`config.mk`:
```
export PLATFORM = sky130hd
export DESIGN_NAME = mastermind_engine
export DESIGN_NICKNAME = d
export VERILOG_FILES = /design/src/rtl/mm_pkg.sv /design/src/rtl/mm_grader.sv /design/src/rtl/mastermind_engine.sv
export SDC_FILE = /design/constraint.sdc
export NUM_CORES = 1
export LEC_CHECK = 0
export BUFFER_PORTS_ARGS = -buffer_cell sky130_fd_sc_hd__buf_2
export CAP_MARGIN = 20
export CORE_UTILIZATION = 50
export CTS_BUF_LIST = sky130_fd_sc_hd__clkbuf_8
export CTS_CLUSTER_DIAMETER = 30
export DETAILED_ROUTE_END_ITERATION = 12
export GPL_TIMING_DRIVEN = 0
export PLACE_DENSITY = 0.69
export SLEW_MARGIN = 20
export SYNTH_ARGS = -nofsm -noshare
export SYNTH_HDL_FRONTEND = slang
export SYNTH_SLANG_ARGS = --single-unit
```
`constraint.sdc`:
```
create_clock -name clock -period 8 [get_ports clock]
set_input_delay 0.4 -clock clock [delete_from_list [all_inputs] [get_ports clock]]
set_output_delay 0.4 -clock clock [all_outputs]
set_load 0.02 [all_outputs]
```
`src/rtl/mm_pkg.sv`:
```
// Shared types and helpers for the mastermind engine: FSM states, coin codes
// and the width rule for the match-count outputs.
package mm_pkg;

  typedef enum logic [1:0] {
    ST_IDLE  = 2'd0,
    ST_LOAD  = 2'd1,
    ST_GUESS = 2'd2,
    ST_GRADE = 2'd3
  } mm_state_e;

  localparam logic [1:0] COIN_NONE  = 2'b00;
  localparam logic [1:0] COIN_ONE   = 2'b01;
  localparam logic [1:0] COIN_THREE = 2'b10;
  localparam logic [1:0] COIN_FIVE  = 2'b11;

  localparam logic [2:0] UNITS_NONE  = 3'd0;
  localparam logic [2:0] UNITS_ONE   = 3'd1;
  localparam logic [2:0] UNITS_THREE = 3'd3;
  localparam logic [2:0] UNITS_FIVE  = 3'd5;

  function automatic logic [2:0] coin_units(input logic [1:0] code);
    case (code)
      COIN_ONE:   return UNITS_ONE;
      COIN_THREE: return UNITS_THREE;
      COIN_FIVE:  return UNITS_FIVE;
      default:    return UNITS_NONE;
    endcase
  endfunction

  function automatic int cnt_w(input int n);
    return $clog2(n + 1);
  endfunction

endpackage

```
`src/rtl/mm_grader.sv`:
```
// Combinational scorer: exact hits (znarly) and right-shape/wrong-slot hits (zood).
// Shape code 0 marks an empty slot and never counts as a match.
module mm_grader
  import mm_pkg::*;
#(
  parameter int NUM_SLOTS = 4,
  parameter int SHAPE_W   = 3
) (
  input  logic [NUM_SLOTS*SHAPE_W-1:0] master,
  input  logic [NUM_SLOTS*SHAPE_W-1:0] guess,
  output logic [cnt_w(NUM_SLOTS)-1:0]  znarly,
  output logic [cnt_w(NUM_SLOTS)-1:0]  zood
);

  localparam int CW         = cnt_w(NUM_SLOTS);
  localparam int NUM_SHAPES = 1 << SHAPE_W;

  logic [CW-1:0] exact_s;
  logic [CW-1:0] common_s;
  logic [CW-1:0] in_guess_s;
  logic [CW-1:0] in_master_s;

  // Exact hits, then the per-shape overlap min(guess count, master count)
  always_comb begin
    exact_s     = '0;
    common_s    = '0;
    in_guess_s  = '0;
    in_master_s = '0;
    for (int i = 0; i < NUM_SLOTS; i++) begin
      if ((guess[i*SHAPE_W +: SHAPE_W] != '0) &&
          (guess[i*SHAPE_W +: SHAPE_W] == master[i*SHAPE_W +: SHAPE_W])) begin
        exact_s = exact_s + CW'(1);
      end else begin
        exact_s = exact_s;
      end
    end
    for (int s = 1; s < NUM_SHAPES; s++) begin
      in_guess_s  = '0;
      in_master_s = '0;
      for (int i = 0; i < NUM_SLOTS; i++) begin
        if (guess[i*SHAPE_W +: SHAPE_W] == SHAPE_W'(s)) in_guess_s = in_guess_s + CW'(1);
        else in_guess_s = in_guess_s;
        if (master[i*SHAPE_W +: SHAPE_W] == SHAPE_W'(s)) in_master_s = in_master_s + CW'(1);
        else in_master_s = in_master_s;
      end
      common_s = common_s + ((in_guess_s < in_master_s) ? in_guess_s : in_master_s);
    end
  end

  assign znarly = exact_s;
  assign zood   = common_s - exact_s;

endmodule

```
`src/rtl/mastermind_engine.sv`:
```
// Coin-operated Mastermind game engine: credit/game accounting, master load,
// edge-triggered grading. Define MM_MASTER_REVEAL_EN to expose master_pattern.
module mastermind_engine
  import mm_pkg::*;
#(
  parameter int NUM_SLOTS  = 4,
  parameter int SHAPE_W    = 3,
  parameter int MAX_ROUNDS = 8,
  parameter int GAME_PRICE = 4,
  parameter int MAX_GAMES  = 7
) (
  input  logic                                  clock,
  input  logic                                  reset,
  input  logic [1:0]                            coin_value,
  input  logic                                  coin_inserted,
  input  logic                                  start_game,
  input  logic [SHAPE_W-1:0]                    load_shape,
  input  logic [$clog2(NUM_SLOTS)-1:0]          shape_location,
  input  logic                                  load_shape_now,
  input  logic [NUM_SLOTS*SHAPE_W-1:0]          guess,
  input  logic                                  grade_it,
  output logic [cnt_w(NUM_SLOTS)-1:0]           znarly,
  output logic [cnt_w(NUM_SLOTS)-1:0]           zood,
  output logic                                  grade_valid,
  output logic [3:0]                            round_number,
  output logic [3:0]                            num_games,
  output logic                                  game_won
`ifdef MM_MASTER_REVEAL_EN
  ,
  output logic [NUM_SLOTS*SHAPE_W-1:0]          master_pattern
`endif
);

  localparam int CW = cnt_w(NUM_SLOTS);
  localparam logic [4:0] PRICE = 5'(GAME_PRICE);

  mm_state_e                    state_q, state_d;
  logic [4:0]                   credit_q, credit_d;
  logic [3:0]                   games_q, games_d;
  logic [NUM_SLOTS*SHAPE_W-1:0] master_q, master_d;
  logic [3:0]                   round_q, round_d;
  logic [CW-1:0]                znarly_q, znarly_d, zood_q, zood_d;
  logic                         valid_q, valid_d, won_q, won_d, grade_q;

  logic [CW-1:0] g_znarly_s, g_zood_s;
  logic          take_s, all_full_s, load_ok_s;
  logic [4:0]    sum_s;
  logic [3:0]    eff_games_s;

  mm_grader #(.NUM_SLOTS(NUM_SLOTS), .SHAPE_W(SHAPE_W)) u_grader (
    .master (master_q),
    .guess  (guess),
    .znarly (g_znarly_s),
    .zood   (g_zood_s)
  );

  // Slot occupancy and legality of the requested load
  always_comb begin
    all_full_s = 1'b1;
    for (int i = 0; i < NUM_SLOTS; i++) begin
      if (master_q[i*SHAPE_W +: SHAPE_W] == '0) all_full_s = 1'b0;
      else all_full_s = all_full_s;
    end
    load_ok_s = load_shape_now && (load_shape != '0) && (int'(shape_location) < NUM_SLOTS) &&
                (master_q[int'(shape_location)*SHAPE_W +: SHAPE_W] == '0);
  end

  // Game FSM next state and game-scoped registers
  always_comb begin
    state_d  = state_q;
    master_d = master_q;
    round_d  = round_q;
    znarly_d = znarly_q;
    zood_d   = zood_q;
    valid_d  = 1'b0;
    won_d    = won_q;
    take_s   = 1'b0;
    case (state_q)
      ST_IDLE: begin
        if (start_game && (games_q != 4'd0)) begin
          take_s   = 1'b1;
          state_d  = ST_LOAD;
          master_d = '0;
          round_d  = 4'd0;
          won_d    = 1'b0;
          znarly_d = '0;
          zood_d   = '0;
        end else begin
          state_d = ST_IDLE;
        end
      end
      ST_LOAD: begin
        if (load_ok_s) master_d[int'(shape_location)*SHAPE_W +: SHAPE_W] = load_shape;
        else master_d = master_q;
        if (all_full_s) state_d = ST_GUESS;
        else state_d = ST_LOAD;
      end
      ST_GUESS: begin
        if (grade_it && !grade_q) state_d = ST_GRADE;
        else state_d = ST_GUESS;
      end
      ST_GRADE: begin
        valid_d  = 1'b1;
        znarly_d = g_znarly_s;
        zood_d   = g_zood_s;
        round_d  = round_q + 4'd1;
        if (g_znarly_s == CW'(NUM_SLOTS)) begin
          won_d   = 1'b1;
          state_d = ST_IDLE;
        end else if (round_d == 4'(MAX_ROUNDS)) begin
          won_d   = 1'b0;
          state_d = ST_IDLE;
        end else begin
          state_d = ST_GUESS;
        end
      end
      default: state_d = ST_IDLE;
    endcase
  end

  // Coin accounting; a start in the same cycle is netted before the purchase test
  always_comb begin
    sum_s       = credit_q + {2'b00, (coin_inserted ? coin_units(coin_value) : 3'd0)};
    eff_games_s = games_q - {3'b000, take_s};
    if ((sum_s >= PRICE) && (eff_games_s < 4'(MAX_GAMES))) begin
      credit_d = sum_s - PRICE;
      games_d  = eff_games_s + 4'd1;
    end else if (sum_s >= PRICE) begin
      credit_d = PRICE - 5'd1;
      games_d  = eff_games_s;
    end else begin
      credit_d = sum_s;
      games_d  = eff_games_s;
    end
  end

  // State and output registers
  always_ff @(posedge clock or negedge reset) begin
    if (!reset) begin
      state_q  <= ST_IDLE;
      credit_q <= 5'd0;
      games_q  <= 4'd0;
      master_q <= '0;
      round_q  <= 4'd0;
      znarly_q <= '0;
      zood_q   <= '0;
      valid_q  <= 1'b0;
      won_q    <= 1'b0;
      grade_q  <= 1'b0;
    end else begin
      state_q  <= state_d;
      credit_q <= credit_d;
      games_q  <= games_d;
      master_q <= master_d;
      round_q  <= round_d;
      znarly_q <= znarly_d;
      zood_q   <= zood_d;
      valid_q  <= valid_d;
      won_q    <= won_d;
      grade_q  <= grade_it;
    end
  end

  assign znarly       = znarly_q;
  assign zood         = zood_q;
  assign grade_valid  = valid_q;
  assign round_number = round_q;
  assign num_games    = games_q;
  assign game_won     = won_q;

`ifdef MM_MASTER_REVEAL_EN
  assign master_pattern = (state_q == ST_IDLE) ? '0 : master_q;
`endif

endmodule

```
==> metrics <==
overall fraction of global-route tracks in use=between 20% and 30%; Finished Core Util=between 50 and 60%; Top Ports=approximately 40; Critical Setup Path Class=reg -> reg; max_slew headroom=46.1%; Buf+Inv Stages, Crit Path=4; setup skew after layout=roughly 0.011 ns; Final Hold Fails=0; maximum level of the CTS H-tree=2; kind of start point of the critical path=flip-flop; clock latency at the later pin of the worst-skew pair=0.29 ns; Comb power frac=83.1%; area of the die=0.0113 mm2; max capacitance violation total=0; total cell area at the placement stage=roughly 0.0058 mm2; Worst Tran Pin Value=between 0.8 and 0.9 ns; Min Clock Period, post-route=approximately 6.5 ns; Net Count, Synth=755; CTS buffer count=5; number of remaining DRC errors=0; maximum root-to-sink buffer count=2; wire length of the first global-routing pass=20.4 mm; initial cell density of the core=52.2%; number of sinks handled by clock tree synthesis=36; Avg WL per Cell=between 10 and 15 um; count of antenna diodes in the layout=0; total of cells resized after clock tree synthesis=0; flops & latches, synth=36; top-count cell post-synth=inv_1; Clk network pwr share=~5.3%; CP Data Arrival Time=around 6.7 ns; class of the tightest hold or removal check=in -> async; TritonCTS clock tree=yes; leakage dissipation=between 0.002 and 0.003 uW; commonest register cell after synthesis=dfrtp_1; placeable core region=between 0.01 and 0.015 mm2; library cell contributing the largest single delay on the critical path=fa_1; total of warnings raised by yosys=0; worst path required time=between 8 and 9 ns; critical path's top delay family=adder cells; Synth area leader=ha_1; final weighted congestion in routability-driven placement=between 0.7 and 0.8; # setup viols final=0; largest driver fanout on the critical path=8; share of post-route cells with drive strength above 1=a little over an eighth; via count=around 4,300; post-synth cell types=roughly 60; ratio of routed vias to standard cells=between 5 and 6; area growth from synthesis to final layout=7.72%; Power per Cell Area=about 430 mW/mm2; number of buffers inserted by hold repair at cts=0; post-layout instance area=a little under 0.006 mm2; Slew Viols, Final=0; async set-reset flop share out of synthesis=100%; Worst Setup End Kind=flip-flop; switching power as a share of total power=roughly half; count of antenna-violating nets left after detailed routing=0; half-perimeter wire length of the detailed placement result=9.89 mm; via count of the first global-routing pass=roughly 4,400; clock slew at reported path FFs=around 0.080 ns; Total Nets Final=793; antenna violations before repair=0; post-route setup TNS=0 ns; number of detailed-route iterations in the first pass=4; highest cell delay on the worst timing path=0.57 ns; worst ir drop on vdd=around 520 uV; Mapped Cells=between 600 and 700; cell-internal power=about 1300 uW; cell at the root of the clock tree=clkbuf_8; part of the cycle the worst path needs=between 80 and 90%; synth top area cells=ha_1 (19%), dfrtp_1 (17%), inv_1 (5.7%); netlist area before placement=roughly 0.0054 mm2; sequential-to-total area share from yosys stat=~17%; cell seen most often among critical-path stages=xnor2_1; maximum clock frequency=roughly 0.15 GHz; cell-by-cell trace of the critical path=clkbuf_1 > inv_1 > nor3_1 > ha_1 > xnor2_1 > inv_1 > ha_1 > mux2i_1 > ha_1 > a21boi_1 > o21ai_1 > a21oi_1 > a31oi_1 > fa_1 > fa_1 > fa_1 > inv_1 > fa_1 > xnor2_1 > xnor2_1 > xnor2_1 > xnor2_1 > xnor2_1 > o21ai_1; post-detailed-routing wire length=approximately 12 mm; hold_ws=0.204 ns; switching power total=about 1300 uW; EDFF count, synth=0; mean instance size in the synthesized netlist=about 8.5 um2; sequential group share of total power=a little under an eighth; area share of the leading cell type in the synthesized netlist=18.9%; largest net degree at the start of global routing=37; post-CTS setup buffers=0; initial drt markers=185; IO Port Bufs=31; count of standard-cell rows=37; die width=roughly 110 um; total power draw=between 2000 and 3000 uW; status=completed; die height=between 100 and 150 um; RSZ-0062 raised after global routing=no; remaining global-route overflow=0; cell types with the highest counts after synthesis=inv_1 (83), ha_1 (82), nand2_1 (75), dfrtp_1 (36)
layer usage:
metal | wire, um | share of wire (%) | GRT usage, %
met3 | 361 | 3.0 | 2.33
met1 | 5520 | 46 | 28.3
met4 | 204 | 1.7 | 5.56
met5 | 0 | 0 | 0
met2 | 5990 | 50 | 41.4
stage by stage:
step | setup slack [ns] | cells
after floorplan | 2.20 | 639
after global placement | 1.61 | 806
after detailed placement | 1.43 | 806
after CTS | 1.44 | 814
after global routing | 0.973 | 814
final | 1.45 | 814
registers in the layout (all words and copies together), names as in the netlist:
signal,cells
credit_q,5
round_number,4
game_won,1
grade_valid,1
num_games,4
grade_q,1
znarly,3
zood,3
state_q,2
master_q,12
layout by cell type (no fill, tap or decap), types with 3 or more instances in the layout:
cell      count
xor2_1       33
o31ai_1       4
nand3b_1      8
or3b_2        3
xnor2_2       4
nor3b_2       4
o21ai_1       8
nand2b_1      5
inv_1        84
xnor2_4       3
buf_6         6
nor2b_1       3
mux2_2        6
o21a_1        5
nor3b_4       4
and2_1        3
xnor2_1      33
a21oi_1      16
clkbuf_8      6
nand4_1       5
buf_4         4
a21boi_0      3
nor2_1       30
fa_1          9
nor3_1       16
dfrtp_1      36
mux2i_1      29
nand2_1      75
and3_1        4
ha_1         82
clkbuf_1     11
o21ai_0      25
o21bai_1      4
nand3_1      32
buf_2        33
a21o_1        3
nor3b_1       5
layout make-up:
type                            instances  area [um2]
Inverter                               84         315
Multi-Input combinational cell        496        4070
Buffer                                 23         149
Timing Repair Buffer                   31         155
Sequential cell                        36         901
Tap cell                              136         170
Fill cell                             934        4560
Clock buffer                            6        82.6
Clock inverter                          2        11.3
worst paths after layout:
check	from	endpoint	slack [ns]	depth (start not counted)
worst max-delay path	master_q[1]	zood[2]	1.45	24
worst min-delay path	reset	num_games[1]	0.20	1
worst max register to register	master_q[1]	zood[2]	1.45	24
worst min register to register	game_won	game_won	0.48	2
max in group asynchronous	reset	master_q[1]	7.28	1
min in group clock	grade_it	grade_q	0.24	1
power groups by stage:
| stage | Sequential (uW) | Clock [uW] | Combinational [uW] |
|---|---|---|---|
| after detailed placement | 297 | 0 | 2130 |
| final | 294 | 136 | 2110 |
| after global placement | 294 | 0 | 2040 |
| after CTS | 294 | 139 | 2130 |
| after global routing | 301 | 145 | 2390 |
| after floorplan | 322 | 0 | 1620 |
cell families (layout without fill, tap and decap cells):
family | after synthesis | count (layout) | share of synthesized area [%]
compound gates | 81 | 81 | 10.0
xor+xnor | 76 | 76 | 14.4
fa+ha+maj | 91 | 91 | 22.2
buf+inv | 107 | 146 | 8.54
flops | 36 | 36 | 16.6
mux | 36 | 36 | 7.00
simple gates | 212 | 212 | 21.3
(Power assumes the default switching activity.)
